$ cat src/rtl/temporizador_mef.sv
// temporizador_mef: timing controller for the coffee-machine state machine.
// Watches the external state code and restarts a one-second time base on
// every state change. It issues one TIMER or TIMER_2S pulse per timed visit
// and drives the heating progress bar.
module temporizador_mef #(
  parameter int unsigned TICK_DIV    = 50000000,
  parameter int unsigned T_ESCOLHA   = 10,
  parameter int unsigned T_PAGAMENTO = 15,
  parameter int unsigned T_ERRO      = 3,
  parameter int unsigned T_PRESS     = 2,
  parameter int unsigned T_AQUEC     = 10,
  parameter int unsigned T_PRONTO    = 5
) (
  input  logic       CLK,
  input  logic       RESET_N,
  input  logic [2:0] ESTADO,
  output logic       TIMER,
  output logic       TIMER_2S,
  output logic [5:0] SEGUNDOS,
  output logic [9:0] LEDS
);

  typedef enum logic [2:0] {
    ESPERANDO     = 3'b000,
    ESCOLHENDO    = 3'b001,
    SENSORES      = 3'b010,
    PAGAMENTO     = 3'b011,
    ERRO_VALOR    = 3'b100,
    PRESSURIZACAO = 3'b101,
    AQUECIMENTO   = 3'b110,
    PRONTO        = 3'b111
  } estado_e;

  // Progress period is computed in 64 bits so large TICK_DIV cannot overflow.
  localparam logic [63:0]  PROG_DIV  = (64'(T_AQUEC) * 64'(TICK_DIV)) / 64'd10;
  localparam int unsigned  PW        = (PROG_DIV > 64'd1) ? $clog2(PROG_DIV) : 1;
  localparam logic [PW-1:0] PROG_LAST = PW'(PROG_DIV - 64'd1);
  localparam logic [31:0]  TICK_LAST = 32'(TICK_DIV - 1);

  estado_e       estado_cur;
  estado_e       estado_ant_q, estado_ant_d;
  logic [31:0]   presc_q, presc_d;
  logic [5:0]    seg_q, seg_d;
  logic          fired_q, fired_d;
  logic [PW-1:0] prog_q, prog_d;
  logic [9:0]    leds_q, leds_d;
  logic          timer_q, timer_d;
  logic          timer2s_q, timer2s_d;

  logic          change;
  logic          tick;
  logic          prog_wrap;
  logic          timed;
  logic          is_press;
  logic [5:0]    limit;

  assign estado_cur = estado_e'(ESTADO);
  assign change     = (estado_cur != estado_ant_q);
  assign tick       = (presc_q == TICK_LAST);
  assign prog_wrap  = (prog_q == PROG_LAST);

  // Per-state timeout limit and which pulse ends the state.
  always_comb begin
    timed    = 1'b1;
    is_press = 1'b0;
    limit    = '0;
    case (estado_cur)
      ESCOLHENDO:    limit = 6'(T_ESCOLHA);
      PAGAMENTO:     limit = 6'(T_PAGAMENTO);
      ERRO_VALOR:    limit = 6'(T_ERRO);
      PRESSURIZACAO: begin
        limit    = 6'(T_PRESS);
        is_press = 1'b1;
      end
      AQUECIMENTO:   limit = 6'(T_AQUEC);
      PRONTO:        limit = 6'(T_PRONTO);
      default:       timed = 1'b0;
    endcase
  end

  // Time base, timeout pulse and progress bar next-state logic.
  always_comb begin
    estado_ant_d = estado_cur;
    presc_d      = presc_q;
    seg_d        = seg_q;
    fired_d      = fired_q;
    prog_d       = '0;
    leds_d       = '0;
    timer_d      = 1'b0;
    timer2s_d    = 1'b0;
    if (change) begin
      // A state change restarts everything and suppresses any pulse due now.
      presc_d = '0;
      seg_d   = '0;
      fired_d = 1'b0;
    end else begin
      presc_d = tick ? '0 : presc_q + 32'd1;
      if (tick && (seg_q != 6'd63)) begin
        seg_d = seg_q + 6'd1;
      end
      // The pulse follows the cycle in which SEGUNDOS first shows the limit;
      // fired blocks repeats while the state code is held.
      if (timed && !fired_q && (seg_q == limit)) begin
        fired_d = 1'b1;
        if (is_press) begin
          timer2s_d = 1'b1;
        end else begin
          timer_d = 1'b1;
        end
      end
      case (estado_cur)
        AQUECIMENTO: begin
          prog_d = prog_wrap ? '0 : prog_q + PW'(1);
          leds_d = prog_wrap ? {leds_q[8:0], 1'b1} : leds_q;
        end
        PRONTO:  leds_d = '1;
        default: leds_d = '0;
      endcase
    end
  end

  // State register with asynchronous active-low reset.
  always_ff @(posedge CLK or negedge RESET_N) begin
    if (!RESET_N) begin
      estado_ant_q <= ESPERANDO;
      presc_q      <= '0;
      seg_q        <= '0;
      fired_q      <= 1'b0;
      prog_q       <= '0;
      leds_q       <= '0;
      timer_q      <= 1'b0;
      timer2s_q    <= 1'b0;
    end else begin
      estado_ant_q <= estado_ant_d;
      presc_q      <= presc_d;
      seg_q        <= seg_d;
      fired_q      <= fired_d;
      prog_q       <= prog_d;
      leds_q       <= leds_d;
      timer_q      <= timer_d;
      timer2s_q    <= timer2s_d;
    end
  end

  assign TIMER    = timer_q;
  assign TIMER_2S = timer2s_q;
  assign SEGUNDOS = seg_q;
  assign LEDS     = leds_q;

endmodule

$ cat config.mk
export PLATFORM = sky130hd
export DESIGN_NAME = temporizador_mef
export DESIGN_NICKNAME = d
export VERILOG_FILES = /design/src/rtl/temporizador_mef.sv
export SDC_FILE = /design/constraint.sdc
export NUM_CORES = 1
export LEC_CHECK = 0
export CORE_UTILIZATION = 45
export DETAILED_ROUTE_END_ITERATION = 6
export PLACE_DENSITY = 0.61
export SYNTH_ARGS = -nofsm -noshare
export SYNTH_HDL_FRONTEND = slang
export SYNTH_SLANG_ARGS = --single-unit
$ cat constraint.sdc
create_clock -name CLK -period 2.72 [get_ports CLK]
set_input_delay 0.544 -clock CLK [delete_from_list [all_inputs] [get_ports CLK]]
set_output_delay 0.544 -clock CLK [all_outputs]
set_load 0.05 [all_outputs]
==> results.env, run 1 <==
RUN_STATUS='finished clean'
GP_CONGESTION=0.7456
SYN_TO_FINAL_GROWTH_PCT=13.55
STANDARD_CELL_CORE_AREA_SQ_MM=0.008721
IR_WORST_VDD_mV=0.2562
VIA_COUNT=3020
SYNTH_COMPOUND_AREA_FRAC=0.07161
NUMBER_OF_ENABLE_TYPE_REGISTER_CELLS_IN_THE_SYNTHESIZED_NETLIST=0
RESIDUAL_DRC_COUNT=0
SYN_AREA_SQ_MM=0.004036
CP_NUM_BUF_INV=1
DRT_ITER0_DRC=204
POWER-PER-CELL-AREA_mW_PER_MM2=467.0
NETLIST_TOP_CELLS_COUNT='dfrtp_1, nor2_1, nand3_1'
HOLD_VIOL=0
PORT_BUFFERS=22
CHIP_WIDTH_UM=96.71
HOLD_PATH.CLASS='in -> async'
GRT_START_MAX_NET_PINS=42
POST_DP_CELL_AREA_SQ_MM=0.004394
CLKSINKCOUNT=80
YS_TYPES=48
PLACE_WS_NS=0.3114
WORST_SLACK_NS=0.4539
TIMING_MAX_TRANSITION_VIOLATIONS_FINAL=0
TIMING.SLEW.HEADROOM=0.5718
AVGROUTEDWIREPERCELL_UM=14.25
POST_ROUTE_CELLS_DRIVE_ABOVE_1_SHARE=0.08929
GRT_MOST_USED_LAYER='met2'
SYNTH.AVG_CELL_AREA_SQ_UM=9.680
P_LEAK_nW=1.857
FIN_CRIT_NS=2.266
TRITONCTS='yes'
TIMING_WORST_SETUP_PATH_TYPE='reg -> out'
CAP_VIOL_MAX_COUNT=0
ANTENNA_FOUND_INITIAL=0
CRIT_ARRIVAL_NS=1.72
CTS.REPAIR_TIMING.SETUP_BUFFER_COUNT=0
CLK_TRANSITION_REPORTED_PATHS_NS=0.09
DETAIL_ROUTE.VIAS_PER_CELL=5.432
POST-PLACE-CELLS=540
GRT_PASS1_WL_MM=14.18
TIMING.SETUP.TNS_NS=0
CP-END-KIND='output pin'
TOP_LEVEL_PORTS=23
GRT.MET2_USAGE=0.2811
CTS-BUFFERS-INSERTED=9
YOSYSWARNINGCOUNT=0
H_TREE_LEVELS=3
TIGHTESTPINTRANSITION_NS=0.6364
VIA_COUNT_OF_THE_FIRST_GLOBAL_ROUTING_PASS=2973
LAYOUT.NETS=451
CLOCKBUFFERDEPTH=2
DOMINANTREGCELLSYNTH='dfrtp_1'
FLOORPLAN.INITIALDENSITY=0.4628
GLOBALROUTETOTALUTIL=0.1821
WORSTSETUPSTARTPOINTTYPE='flop'
DIE-HEIGHT_UM=96.71
SETUP-VIOLATIONS-FINAL=0
MET3_USAGE=0.02818
DRT_PASS_1_ITERS=4
MAXIMUM_SINGLE_STAGE_DELAY_ON_THE_CRITICAL_PATH_NS=0.86
DOMINANT_CELLS_BY_AREA_AFTER_SYNTHESIS='dfrtp_1, xor2_1, nor2_1'
SYNTH_XOR_XNOR_AREA_SHARE=0.1128
FILLERS=806
POST_SYNTH_TOP_AREA_CELL='dfrtp_1'
POST_SYNTH_INST_COUNT=417
DRT.ANTENNA.VIOLATING_NETS=0
SYNTH_TOP_FAMILY_BY_AREA='simple AND/OR/NAND/NOR gates'
CRIT_PATH_MAX_DELAY_FAMILY='buffers and inverters'
PATH_CELLS='clkdlybuf4s50_1'
RSZ0062_AT_GRT='no'
SYNTH-ADDER-AREA-SHARE=0.009299
CLKLATENCYLATEPIN_NS=0.34
PORTION_OF_THE_POST_SYNTHESIS_AREA_USED_BY_SEQUENTIAL_ELEMENTS=0.4960
FMAX_GHz=0.4413
TIMING.REG2REG.SETUP_SLACK_NS=0.60
DRT_WL_TOTAL_MM=7.924
INSERTEDDIODECOUNT=0
WORST_PATH_MAX_DELAY_CELL='clkdlybuf4s50_1'
GRT-OVFL-TOTAL=0
YS_ASYNC_SR_FRACTION=1.000
ROWS=34
REQUIRED_NS=2.18
DIE-AREA_SQ_MM=0.009353
CTS.HOLD.BUFFERS_ADDED=0
LAYOUT.CELLS.NON_FILLER=556
POSTSYNTHNETCOUNT=425
SYNTH_MOST_COMMON_CELL='dfrtp_1'
USE_MET1=0.2620
YOSYS.AREA.TOP_TYPE_SHARE=0.4960
POST_SYNTH_MUX_AREA_SHARE=0.005270
SYNTHSIMPLEGATEAREAFRAC=0.2737
CLOCKROOTBUFFER='clkbuf_8'
CRITICAL_PATH_PEAK_FANOUT=8
FIN_SKEW_NS=0.01382
DPL.HPWL_MM=5.391
FINALCRITPERIODSHARE=0.8331
CTS_REPAIR_RESIZED_INSTS=0
YOSYS_REGISTER_BITS=80
FINAL_AREA_SQ_MM=0.004583
path summary, 6_finish.rpt:
path                       cells after the start                     to                    start
max                                            1            SEGUNDOS[0]  SEGUNDOS[0]$_DFFE_PN0P_
min                                            1    LEDS[2]$_DFFE_PN0P_                  RESET_N
max reg2reg                                    5    LEDS[9]$_DFFE_PN0P_     prog_q[10]$_DFF_PN0_
min reg2reg                                    1    fired_q$_DFFE_PN0P_      fired_q$_DFFE_PN0P_
max in group asynchronous                      2  presc_q[13]$_DFF_PN0_                  RESET_N
min in group CLK                               1    fired_q$_DFFE_PN0P_      fired_q$_DFFE_PN0P_
logic make-up after synthesis:
family | count (synthesis)
flip-flops | 80
buffers and inverters | 24
AND/OR/NAND/NOR | 207
XOR/XNOR | 52
multiplexers | 2
adder cells (fa/ha/maj) | 3
AO/OA/AOI/OAI | 49
metrics by stage:
step                      hold slack (ns)    util  total power [mW]
final                              0.1688  0.5255             2.140
after global routing               0.2091  0.5255             2.222
after CTS                          0.1820  0.5255             2.174
after detailed placement           0.4692  0.5039             1.310
after global placement             0.4593  0.5039             1.309
after floorplan                    0.2484       -             1.261
power by group:
| part | internal (mW) | switching (mW) | leakage [nW] |
|---|---|---|---|
| Combinational | 0.0258 | 0.0610 | 0.661 |
| Sequential | 1.19 | 0.00418 | 1.11 |
| Clock | 0.424 | 0.433 | 0.0856 |
| Total | 1.64 | 0.498 | 1.86 |
area by class of cell:
type / instances / area (sq um) / share of cell area
Timing Repair Buffer: 33 / 312.8 / 0.06825
Clock buffer: 11 / 131.4 / 0.02867
Inverter: 6 / 22.52 / 0.004914
Sequential cell: 80 / 2002 / 0.4368
Multi-Input combinational cell: 313 / 1922 / 0.4193
Clock inverter: 5 / 57.56 / 0.01256
Tap cell: 108 / 135.1 / 0.02948
layout by cell type (no fill, tap or decap), drive strengths merged, types with 6 or more instances in the layout:
cell type,Yosys,routed
nand2,28,28
nor3,11,11
and3,19,19
nor2,59,59
inv,6,6
or3,8,8
xor2,32,32
xnor2,20,20
buf,12,12
nor4,10,10
and2,6,6
clkdlybuf4s50,0,21
o21ai,24,24
nand4,18,18
dfrtp,80,80
clkbuf,6,11
a21oi,11,11
nand3,35,35
flip-flops by register name, indices dropped and copies added, names as in the netlist:
name and count:
LEDS 10, SEGUNDOS 6, TIMER 1, TIMER_2S 1, estado_ant_q 3, fired_q 1
presc_q 32, prog_q 26
per-layer routing:
layer,part of all wire,wire length [um],vias up
met2,0.45,3583,40
met1,0.51,4052,1460
met5,0,0,-
met4,0.0082,65,0
li1,-,-,1515
met3,0.028,222,5
(Power assumes the default switching activity.)
==> inputs of run 2 (changes only) <==
clock period = 2.3 ns   (was 2.72 ns; I/O delays follow)
==> run 2 against run 1 <==
- clock skew decreased by 0.00072 ns
- combinational power increased by 30%
- sequential cell count unchanged
- clock power increased by 12%
- die area unchanged
- via count increased by 1.2%
- wire length decreased by 0.62%
==> results.env, run 2 (synthesis results as in run 1) <==
RUN_STATUS='finished clean'
ANTENNA_FOUND_INITIAL=0  # unchanged
INSERTEDDIODECOUNT=0  # unchanged
POST_ROUTE_CELLS_DRIVE_ABOVE_1_SHARE=0.1094  # +0.02012
CLOCKROOTBUFFER='clkbuf_8'
WORSTREGTOREGCELLS=4  # -1
CP-END-KIND='output pin'
WORSTREG2REGSTART='prog_q[10]$_DFF_PN0_'
WORST_SLACK_NS=0.1065  # -0.3474 ns
PLACE_WS_NS=0.006104  # -0.3052 ns
CP_NUM_BUF_INV=1  # unchanged
CLK_TRANSITION_REPORTED_PATHS_NS=0.08  # about the same
P_LEAK_nW=1.911  # +2.9%
MOST-COMMON-LAYOUT-CELLS='dfrtp_1, nor2_1, nand3_1'
TIMING_WORST_SETUP_PATH_TYPE='reg -> out'
CAP_VIOL_MAX_COUNT=0  # unchanged
DIE-AREA_SQ_MM=0.009353  # unchanged
VIA_COUNT_OF_THE_FIRST_GLOBAL_ROUTING_PASS=3054  # +2.7%
SYN_TO_FINAL_GROWTH_PCT=15.41
PATH_CELLS='clkdlybuf4s50_1'
FIN_CRIT_NS=2.194
H_TREE_LEVELS=3  # unchanged
CRIT_PATH_MAX_DELAY_FAMILY='buffers and inverters'
REG2REG_TO='prog_q[14]$_DFF_PN0_'
CTS.REPAIR_TIMING.SETUP_BUFFER_COUNT=0  # unchanged
TIGHTESTPINTRANSITION_NS=0.6531  # +0.01667 ns
HOLD_VIOL=0  # unchanged
RSZ0062_AT_GRT='no'
TIMING.SLEW.HEADROOM=0.5646  # -0.007204
FILLERS=761  # -5.6%
CTS.HOLD.BUFFERS_ADDED=0  # unchanged
PORT_BUFFERS=22  # unchanged
GRT_PASS1_WL_MM=14.19  # about the same
SEQ_AREA_SQ_MM=0.002002  # unchanged
REQUIRED_NS=1.84  # -0.34 ns
WORST_PATH_MAX_DELAY_CELL='clkdlybuf4s50_1'
GLOBALROUTETOTALUTIL=0.1839  # +0.001809
RESIDUAL_DRC_COUNT=0  # unchanged
FLOORPLAN.INITIALDENSITY=0.4628  # unchanged
LARGEST_REGISTER='presc_q'
CLKSINKCOUNT=80  # unchanged
HOLD_PATH.CLASS='in -> async'
POST_DP_CELL_AREA_SQ_MM=0.004474  # +1.8%
TOP_LEVEL_PORTS=23  # unchanged
POWER-PER-CELL-AREA_mW_PER_MM2=534.0  # +14%
FINALCRITPERIODSHARE=0.9537
TIMING.SETUP.TNS_NS=0  # unchanged
MAX_REG_FLOPS=32  # unchanged
TIMING.REG2REG.SETUP_SLACK_NS=0.17  # -0.43 ns
DETAIL_ROUTE.VIAS_PER_CELL=5.409  # -0.42%
DIE-HEIGHT_UM=96.71  # unchanged
DRT_PASS_1_ITERS=4  # unchanged
CLKLATENCYLATEPIN_NS=0.35  # about the same
DPL.HPWL_MM=5.470  # +1.5%
CRIT_ARRIVAL_NS=1.73  # about the same
GP_CONGESTION=0.8086  # +8.4%
FMAX_GHz=0.4559
MAXIMUM_SINGLE_STAGE_DELAY_ON_THE_CRITICAL_PATH_NS=0.86  # about the same
GRT-OVFL-TOTAL=0  # unchanged
AVGROUTEDWIREPERCELL_UM=13.94  # -2.2%
FIN_SKEW_NS=0.01310  # -0.0007236 ns
WORSTSETUPSTARTPOINTTYPE='flop'
POSTLAYOUTCOREUTIL=0.5341  # +0.008608
CTS-BUFFERS-INSERTED=9  # unchanged
STANDARD_CELL_CORE_AREA_SQ_MM=0.008721  # unchanged
FINAL_AREA_SQ_MM=0.004658  # +1.6%
MOST_COMMON_LIBRARY_CELL_IN_THE_LAYOUT_IGNORING_FILL_AND_TAPS='dfrtp_1'
CLOCKBUFFERDEPTH=2  # unchanged
VIA_COUNT=3056  # +1.2%
CTS_REPAIR_RESIZED_INSTS=0  # unchanged
CHIP_WIDTH_UM=96.71  # unchanged
IR_WORST_VDD_mV=0.2348  # -8.4%
SETUP-VIOLATIONS-FINAL=0  # unchanged
DRT_ITER0_DRC=122  # -40%
TRITONCTS='yes'
CRITICAL_PATH_PEAK_FANOUT=8  # unchanged
ROWS=34  # unchanged
TIMING_MAX_TRANSITION_VIOLATIONS_FINAL=0  # unchanged
LAYOUT.NETS=460  # +2.0%
MULTIINPUTGATEAREA_SQ_MM=0.001922  # unchanged
GRT_START_MAX_NET_PINS=52  # +24%
DRT.ANTENNA.VIOLATING_NETS=0  # unchanged
DRT_WL_TOTAL_MM=7.875  # -0.62%
## run 2: cell count changes in the layout (fill, tap and decap cells not counted)
cell        delta
buf_12         +1
clkbuf_1       -1
bufinv_16      -1
clkinvlp_4     -1
clkinv_4       +1
buf_4          +8
clkbuf_8       +2
## run 2: through the flow
| stage | hold slack, ns | total power [mW] | cells |
|---|---|---|---|
| finish | 0.1284 | 2.488 | 565 |
| global route | 0.1794 | 2.603 | 565 |
| CTS | 0.1493 | 2.523 | 565 |
| detailed placement | 0.4665 | 1.561 | 549 |
| global placement | 0.4587 | 1.560 | 549 |
| floorplan | 0.1644 | 1.491 | 417 |
## run 2: cell type report
| type | count | share of cell area |
|---|---|---|
| Clock inverter | 4 | 0.006178 |
| Tap cell | 108 | 0.02901 |
| Multi-Input combinational cell | 313 | 0.4126 |
| Clock buffer | 12 | 0.03331 |
| Inverter | 6 | 0.004835 |
| Sequential cell | 80 | 0.4298 |
| Timing Repair Buffer | 42 | 0.08434 |
## run 2: how the worst max path moves through the flow
| stage | from | endpoint | slack, ns | depth (start not counted) |
|---|---|---|---|---|
| floorplan | presc_q[0]$_DFF_PN0_ | SEGUNDOS[5]$_DFFE_PN0P_ | 0.28 | 7 |
| global placement | ESTADO[2] | LEDS[0]$_DFFE_PN0P_ | 0.03 | 6 |
| detailed placement | ESTADO[2] | LEDS[0]$_DFFE_PN0P_ | 0.006 | 6 |
| CTS | SEGUNDOS[0]$_DFFE_PN0P_ | SEGUNDOS[0] | 0.09 | 1 |
| global route | SEGUNDOS[0]$_DFFE_PN0P_ | SEGUNDOS[0] | 0.02 | 1 |
| finish | SEGUNDOS[0]$_DFFE_PN0P_ | SEGUNDOS[0] | 0.11 | 1 |
## run 2: report_power, final
part / total, mW / internal, mW / switching (mW)
Sequential: 1.42 / 1.41 / 0.00494
Combinational: 0.113 / 0.0392 / 0.0742
Clock: 0.958 / 0.451 / 0.507
Total: 2.49 / 1.90 / 0.586
## run 2: routing by layer
metal | GRT usage | share of wire | vias to the layer above
met1 | 0.2624 | 0.50 | 1471
met2 | 0.2763 | 0.45 | 53
met4 | 0.07922 | 0.017 | 0
met3 | 0.03179 | 0.029 | 14
met5 | 0 | 0 | -
li1 | - | - | 1518
